`src/rtl/common.sv`:
```
// rtl/common.sv - shared coherence-bus op types and decode helper
package common;

  typedef logic [2:0] bus_op_t;

  typedef enum logic [2:0] {
    OP_NONE    = 3'd0,
    OP_RD_MISS = 3'd1,
    OP_WR_MISS = 3'd2,
    OP_INV     = 3'd3,
    OP_UWE     = 3'd4,
    OP_URE     = 3'd5
  } bus_arb_op_t;

  typedef enum logic {
    ST_IDLE = 1'b0,
    ST_BUSY = 1'b1
  } arb_state_t;

  // Encodings 6 and 7 are reserved and fold to OP_NONE.
  function automatic bus_arb_op_t op_decode(input bus_op_t raw);
    bus_arb_op_t op;
    case (raw)
      3'd1:    op = OP_RD_MISS;
      3'd2:    op = OP_WR_MISS;
      3'd3:    op = OP_INV;
      3'd4:    op = OP_UWE;
      3'd5:    op = OP_URE;
      default: op = OP_NONE;
    endcase
    return op;
  endfunction

endpackage

```
`src/rtl/rr_pick2.sv`:
```
// rtl/rr_pick2.sv - combinational two-way round-robin pick with per-requester exclusion
module rr_pick2 (
  input  logic       valid_0,
  input  logic       valid_1,
  input  logic       last_owner,
  input  logic [1:0] exclude,
  output logic       win_valid,
  output logic       win_id
);

  logic v0;
  logic v1;

  assign v0        = valid_0 && !exclude[0];
  assign v1        = valid_1 && !exclude[1];
  assign win_valid = v0 || v1;
  // On a tie the CPU that did not own the bus last wins.
  assign win_id    = (v0 && v1) ? !last_owner : v1;

endmodule

```
`src/rtl/bus_arbiter.sv`:
```
// rtl/bus_arbiter.sv - two-CPU round-robin bus arbiter and transaction sequencer
module bus_arbiter
  import common::*;
#(
  parameter int DMEM_LAT = 4,
  parameter int FWD_LAT  = 2
) (
  input  logic    clk,
  input  logic    rst_n,
  input  logic    req_0,
  input  logic    req_1,
  input  bus_op_t op_0,
  input  bus_op_t op_1,
  input  logic    snoop_hit,
  output logic    grant_0,
  output logic    grant_1,
  output bus_op_t bus_op,
  output logic    bus_start,
  output logic    ack_0,
  output logic    ack_1,
  output logic    last_owner
);

  localparam logic [3:0] DMEM_LOAD = 4'(DMEM_LAT - 1);
  // The snoop reload happens after one grant cycle has already elapsed.
  localparam logic [3:0] FWD_LOAD  = (FWD_LAT >= 2) ? 4'(FWD_LAT - 2) : 4'd0;

  arb_state_t  state_q;
  logic        owner_q;
  bus_arb_op_t op_q;
  logic [3:0]  cnt_q;
  logic        first_q;
  logic        last_owner_q;

  bus_arb_op_t op0_n;
  bus_arb_op_t op1_n;
  bus_arb_op_t win_op;
  logic        valid_0;
  logic        valid_1;
  logic [1:0]  exclude;
  logic        win_valid;
  logic        win_id;
  logic        owner_req;
  logic        snoop_fwd;
  logic        last_cyc;
  logic        start;

  function automatic logic [3:0] load_for(input bus_arb_op_t op);
    return (op == OP_INV) ? 4'd0 : DMEM_LOAD;
  endfunction

  assign op0_n     = op_decode(op_0);
  assign op1_n     = op_decode(op_1);
  assign valid_0   = req_0 && (op0_n != OP_NONE);
  assign valid_1   = req_1 && (op1_n != OP_NONE);
  assign exclude   = (state_q == ST_BUSY) ? (owner_q ? 2'b10 : 2'b01) : 2'b00;
  assign win_op    = win_id ? op1_n : op0_n;
  assign owner_req = owner_q ? req_1 : req_0;

  assign snoop_fwd = first_q && (op_q == OP_RD_MISS) && snoop_hit;
  // A one-cycle forward makes the first grant cycle the last, so ack must see snoop_hit directly.
  assign last_cyc  = (state_q == ST_BUSY) &&
                     ((cnt_q == 4'd0) || ((FWD_LAT == 1) && snoop_fwd));
  assign start     = win_valid && ((state_q == ST_IDLE) || last_cyc);

  rr_pick2 u_pick (
    .valid_0    (valid_0),
    .valid_1    (valid_1),
    .last_owner (last_owner_q),
    .exclude    (exclude),
    .win_valid  (win_valid),
    .win_id     (win_id)
  );

  always_ff @(posedge clk) begin
    if (!rst_n) begin
      state_q      <= ST_IDLE;
      owner_q      <= 1'b0;
      op_q         <= OP_NONE;
      cnt_q        <= 4'd0;
      first_q      <= 1'b0;
      last_owner_q <= 1'b1;
    end else begin
      first_q <= 1'b0;
      if (start) begin
        state_q      <= ST_BUSY;
        owner_q      <= win_id;
        op_q         <= win_op;
        cnt_q        <= load_for(win_op);
        first_q      <= 1'b1;
        last_owner_q <= win_id;
      end else if (state_q == ST_BUSY) begin
        if (last_cyc || !owner_req) begin
          state_q <= ST_IDLE;
        end else if (snoop_fwd) begin
          cnt_q <= FWD_LOAD;
        end else begin
          cnt_q <= cnt_q - 4'd1;
        end
      end
    end
  end

  assign grant_0    = (state_q == ST_BUSY) && !owner_q;
  assign grant_1    = (state_q == ST_BUSY) && owner_q;
  assign bus_op     = (state_q == ST_BUSY) ? bus_op_t'(op_q) : bus_op_t'(OP_NONE);
  assign bus_start  = first_q;
  assign ack_0      = last_cyc && !owner_q;
  assign ack_1      = last_cyc && owner_q;
  assign last_owner = last_owner_q;

endmodule
```
`config.mk`:
```
export PLATFORM = sky130hd
export DESIGN_NAME = bus_arbiter
export DESIGN_NICKNAME = d
export VERILOG_FILES = /design/src/rtl/common.sv /design/src/rtl/rr_pick2.sv /design/src/rtl/bus_arbiter.sv
export SDC_FILE = /design/constraint.sdc
export NUM_CORES = 1
export LEC_CHECK = 0
export ABC_AREA = 1
export CORE_ASPECT_RATIO = 1.2
export CORE_MARGIN = 8
export CORE_UTILIZATION = 43
export CTS_BUF_LIST = sky130_fd_sc_hd__clkbuf_16
export DETAILED_ROUTE_END_ITERATION = 6
export PLACE_DENSITY = 0.74
export SLEW_MARGIN = 20
export SYNTH_ARGS = -nofsm -noshare
export SYNTH_HDL_FRONTEND = slang
export SYNTH_SLANG_ARGS = --single-unit
```
`constraint.sdc`:
```
create_clock -name clk -period 1.6 [get_ports clk]
set_input_delay 0.24 -clock clk [delete_from_list [all_inputs] [get_ports clk]]
set_output_delay 0.24 -clock clk [all_outputs]
set_load 0.05 [all_outputs]
```
==> results by group <==
Status
  – Status: finished clean

Clock network
  – # clock sinks: 11
  – Htree depth: 1
  – CTS Buf Count: 3
  – Worst skew pair latency: about 0.24 ns
  – Worst-path clk slew: ~0.040 ns
  – CTS Hold Bufs: 0
  – Bufs on Longest Clock Path: 2
  – TritonCTS clock tree: done
  – Root Buffer: clkbuf_16

Placed design
  – Pre-CTS setup slack: -0.4919 ns
  – Placed insts: about 170
  – Detail Placement HPWL: between 1500 and 2000 um
  – Gp weighted congestion: about 0.89
  – Port bufs: 19
  – Placed cell areas: 1197 sq um

Finish
  – Nets@finish: ~190
  – Fraction of layout cells with a size suffix above 1: 51.16%
  – Finished Cell Area: 1535 sq um
  – Layout area overhead: 85.35%
  – Filler Cell Count: 114
  – Final cell count without fillers: approximately 190
  – Inserted Diodes: 0

Worst setup path
  – WP data required: approximately 1.7 ns
  – R2R depth: 12
  – Worst EP arrival: about 1.7 ns
  – RR Endpoint: cnt_q[1]
  – CP max-delay cell: dfxtp_2
  – Startpoint class of the critical path: flip-flop
  – Reg-to-reg critical path startpoint: cnt_q[1]
  – Largest stage delay, worst path: approximately 0.34 ns
  – Reg-to-reg slack, setup: ~0.0031 ns
  – Critical Path Start: cnt_q[1]
  – Setup crit end: cnt_q[1]
  – Count of buffer and inverter cells on the critical path: 5
  – Crit path max-delay family: buffers and inverters
  – Crit. End Element: flip-flop
  – Setup CP Type: flip-flop to flip-flop
  – Total stage count of the critical path: 12
  – Critical-path maximum fanout: 5
  – Critical path cell sequence: inv_2, ha_4, nand2_4, nor2_4, buf_6, buf_6, o21ai_4, nand2_4, o21ai_2, inv_1, nand2_1, inv_1

Logic synthesis
  – Synthesized area per cell: roughly 6.8 sq um
  – Syn Inst Count: between 100 and 150
  – Most frequent cell after synthesis: inv_1
  – Cell taking the most area after synthesis: dfxtp_1
  – Netlist cell types: 25
  – Async S/R FF share, synth: 0%
  – Ys flop type: dfxtp_1
  – Warnings, synthesis: 0
  – Post-synthesis sequential area ratio: about a quarter
  – Flops & latches, synth: 11
  – Post-synth top area share: between 20% and 30%
  – Post-synth top cells: inv_1, nand2_1, dfxtp_1, nor2_1, nand2_2
  – Post-synth EDFFs: 0
  – Top cells by area, synth: dfxtp_1, inv_1, nand2_1
  – Syn_nets: between 100 and 150
  – Mapped cell area: roughly 830 sq um

GRT
  – Initial antenna violation count: 0
  – Grt met2 use: 26.39%
  – Vias in the first global route: between 900 and 1000
  – First-pass GRT wire length: around 4000 um
  – Met1 GRT Util: between 10% and 20%
  – Largest net degree at the start of global routing: 7
  – Layer with the highest usage: met2
  – M3 GR Usage: 1.186%
  – Total GRT Usage: a little over an eighth
  – Grt total ovfl: 0

Detailed routing
  – Routed wire length: about 2600 um
  – First-iteration detailed-routing DRC count: 20
  – WL/cell: ~14 um
  – Post-route DRC: 0
  – Via-to-Cell Ratio: around 5.0
  – First drt pass iteration count: 4
  – Via Count: approximately 960
  – ANT nets after route: 0

Die
  – Die W: about 56 um
  – Die height: approximately 64 um
  – Num rows: 17
  – Die area: between 3000 and 4000 sq um
  – IO Count: 20
  – Initial Utilization: a little under half
  – Core box area: ~1800 sq um

STA
  – Max Clk Rate: approximately 0.63 GHz
  – Worst hold slack: 0.4823 ns
  – Hold Vio Cnt, Final: 0
  – Final worst slack: between 0.003 and 0.004 ns
  – Fin crit share: approximately 100%
  – Pins Over Slew Limit: 0
  – Slew @ Worst Pin: ~0.35 ns
  – Final setup viols: 0
  – Relative slew slack: 76.74%
  – Worst Skew: roughly 0.0021 ns
  – RSZ-0062 raised after global routing: yes
  – Fin crit period: 1.597 ns

Flow run
  – Max Cap Viol: 0

Power and ir drop
  – Worst VDD drop: 0.6928 mV
  – Power Dens Cells: roughly 1000 nW/um^2
  – Power Total: roughly 1.5 mW
  – Static Leak: approximately 0.78 nW

Min path
  – Hold Path Class: flip-flop to flip-flop
[routing by layer]
| layer | part of all wire, % | up-vias | routed length [um] |
|---|---|---|---|
| li1 | - | 485 | - |
| met3 | 1.4 | 6 | 37 |
| met4 | 3.4 | 0 | 88 |
| met1 | 35 | 447 | 924 |
| met2 | 60 | 17 | 1553 |
| met5 | 0 | - | 0 |
[where the power goes]
| part | total [mW] | internal, mW | leakage [nW] | switching (mW) |
|---|---|---|---|---|
| registers | 0.349 | 0.312 | 0.0916 | 0.0369 |
| clock network | 0.454 | 0.328 | 0.0423 | 0.126 |
| logic | 0.719 | 0.341 | 0.645 | 0.378 |
| total | 1.52 | 0.981 | 0.778 | 0.541 |
[what timing repair did]
item	4_1_cts	5_1_grt
endpoints found under the setup margin	13	9
pin swaps	16	17
cloned	0	0
setup buffers	12	4
resized for setup	27	16
[worst reg2reg max path: stages, from the launching register on]
cell	delay, ns
dfxtp_2	0.34
inv_2	0.06
ha_4	0.16
nand2_4	0.06
nor2_4	0.04
buf_6	0.13
buf_6	0.11
o21ai_4	0.22
nand2_4	0.11
o21ai_2	0.15
inv_1	0.05
nand2_1	0.05
inv_1	0.03
[flip-flops by register name (all words and copies together), names as in the netlist]
register	flops
cnt_q	4
state_q	1
last_owner	1
op_q	3
owner_q	1
bus_start	1
[stage by stage]
step | TNS (ns) | utilization, %
final | 0 | 83.93
after CTS | -0.04234 | 79.07
after global routing | -0.1996 | 83.93
after global placement | -3.866 | 65.46
after floorplan | -0.1199 | -
after detailed placement | -4.481 | 65.46
[placed cells by master (no fill, tap or decap), types with 4 or more instances in the layout]
master / n
nand2_1: 17
nand2_2: 6
nand3_2: 4
inv_2: 6
buf_12: 7
nand4_1: 4
nand2_4: 6
dfxtp_1: 8
buf_4: 27
inv_1: 23
nor2_4: 4
clkdlybuf4s50_1: 6
o21ai_2: 4
nor2_1: 7
[how the worst min path moves through the flow]
stage               cells past startpoint  startpoint    endpoint
floorplan                               1       rst_n  last_owner
global placement                        2     op_q[2]     op_q[2]
detailed placement                      2     op_q[2]     op_q[2]
CTS                                     2     op_q[2]     op_q[2]
global route                            2     op_q[2]     op_q[2]
finish                                  2     op_q[2]     op_q[2]
[logic make-up (layout without fill, tap and decap cells)]
group                      after synthesis  after routing  synth area share [%]
and+or+nand+nor                         59             59                 39.12
buffers and inverters                   29             79                 13.14
AOI/OAI and AO/OA                       19             19                 15.56
DFF                                     11             11                 26.59
adders and majority gates                3              3                 4.532
xor gates and xnor gates                 1              1                 1.058
[layout make-up]
type	count	area (sq um)	area share, %
clock buffers	3	75.07	4.890
clock inverters	1	3.754	0.2445
inverters	29	111.4	7.253
multi-input cells	82	626.9	40.83
flip-flops and latches	11	224.0	14.59
well taps	19	23.77	1.548
repair buffers	46	470.5	30.64
Power figures use the tool's default switching activity.
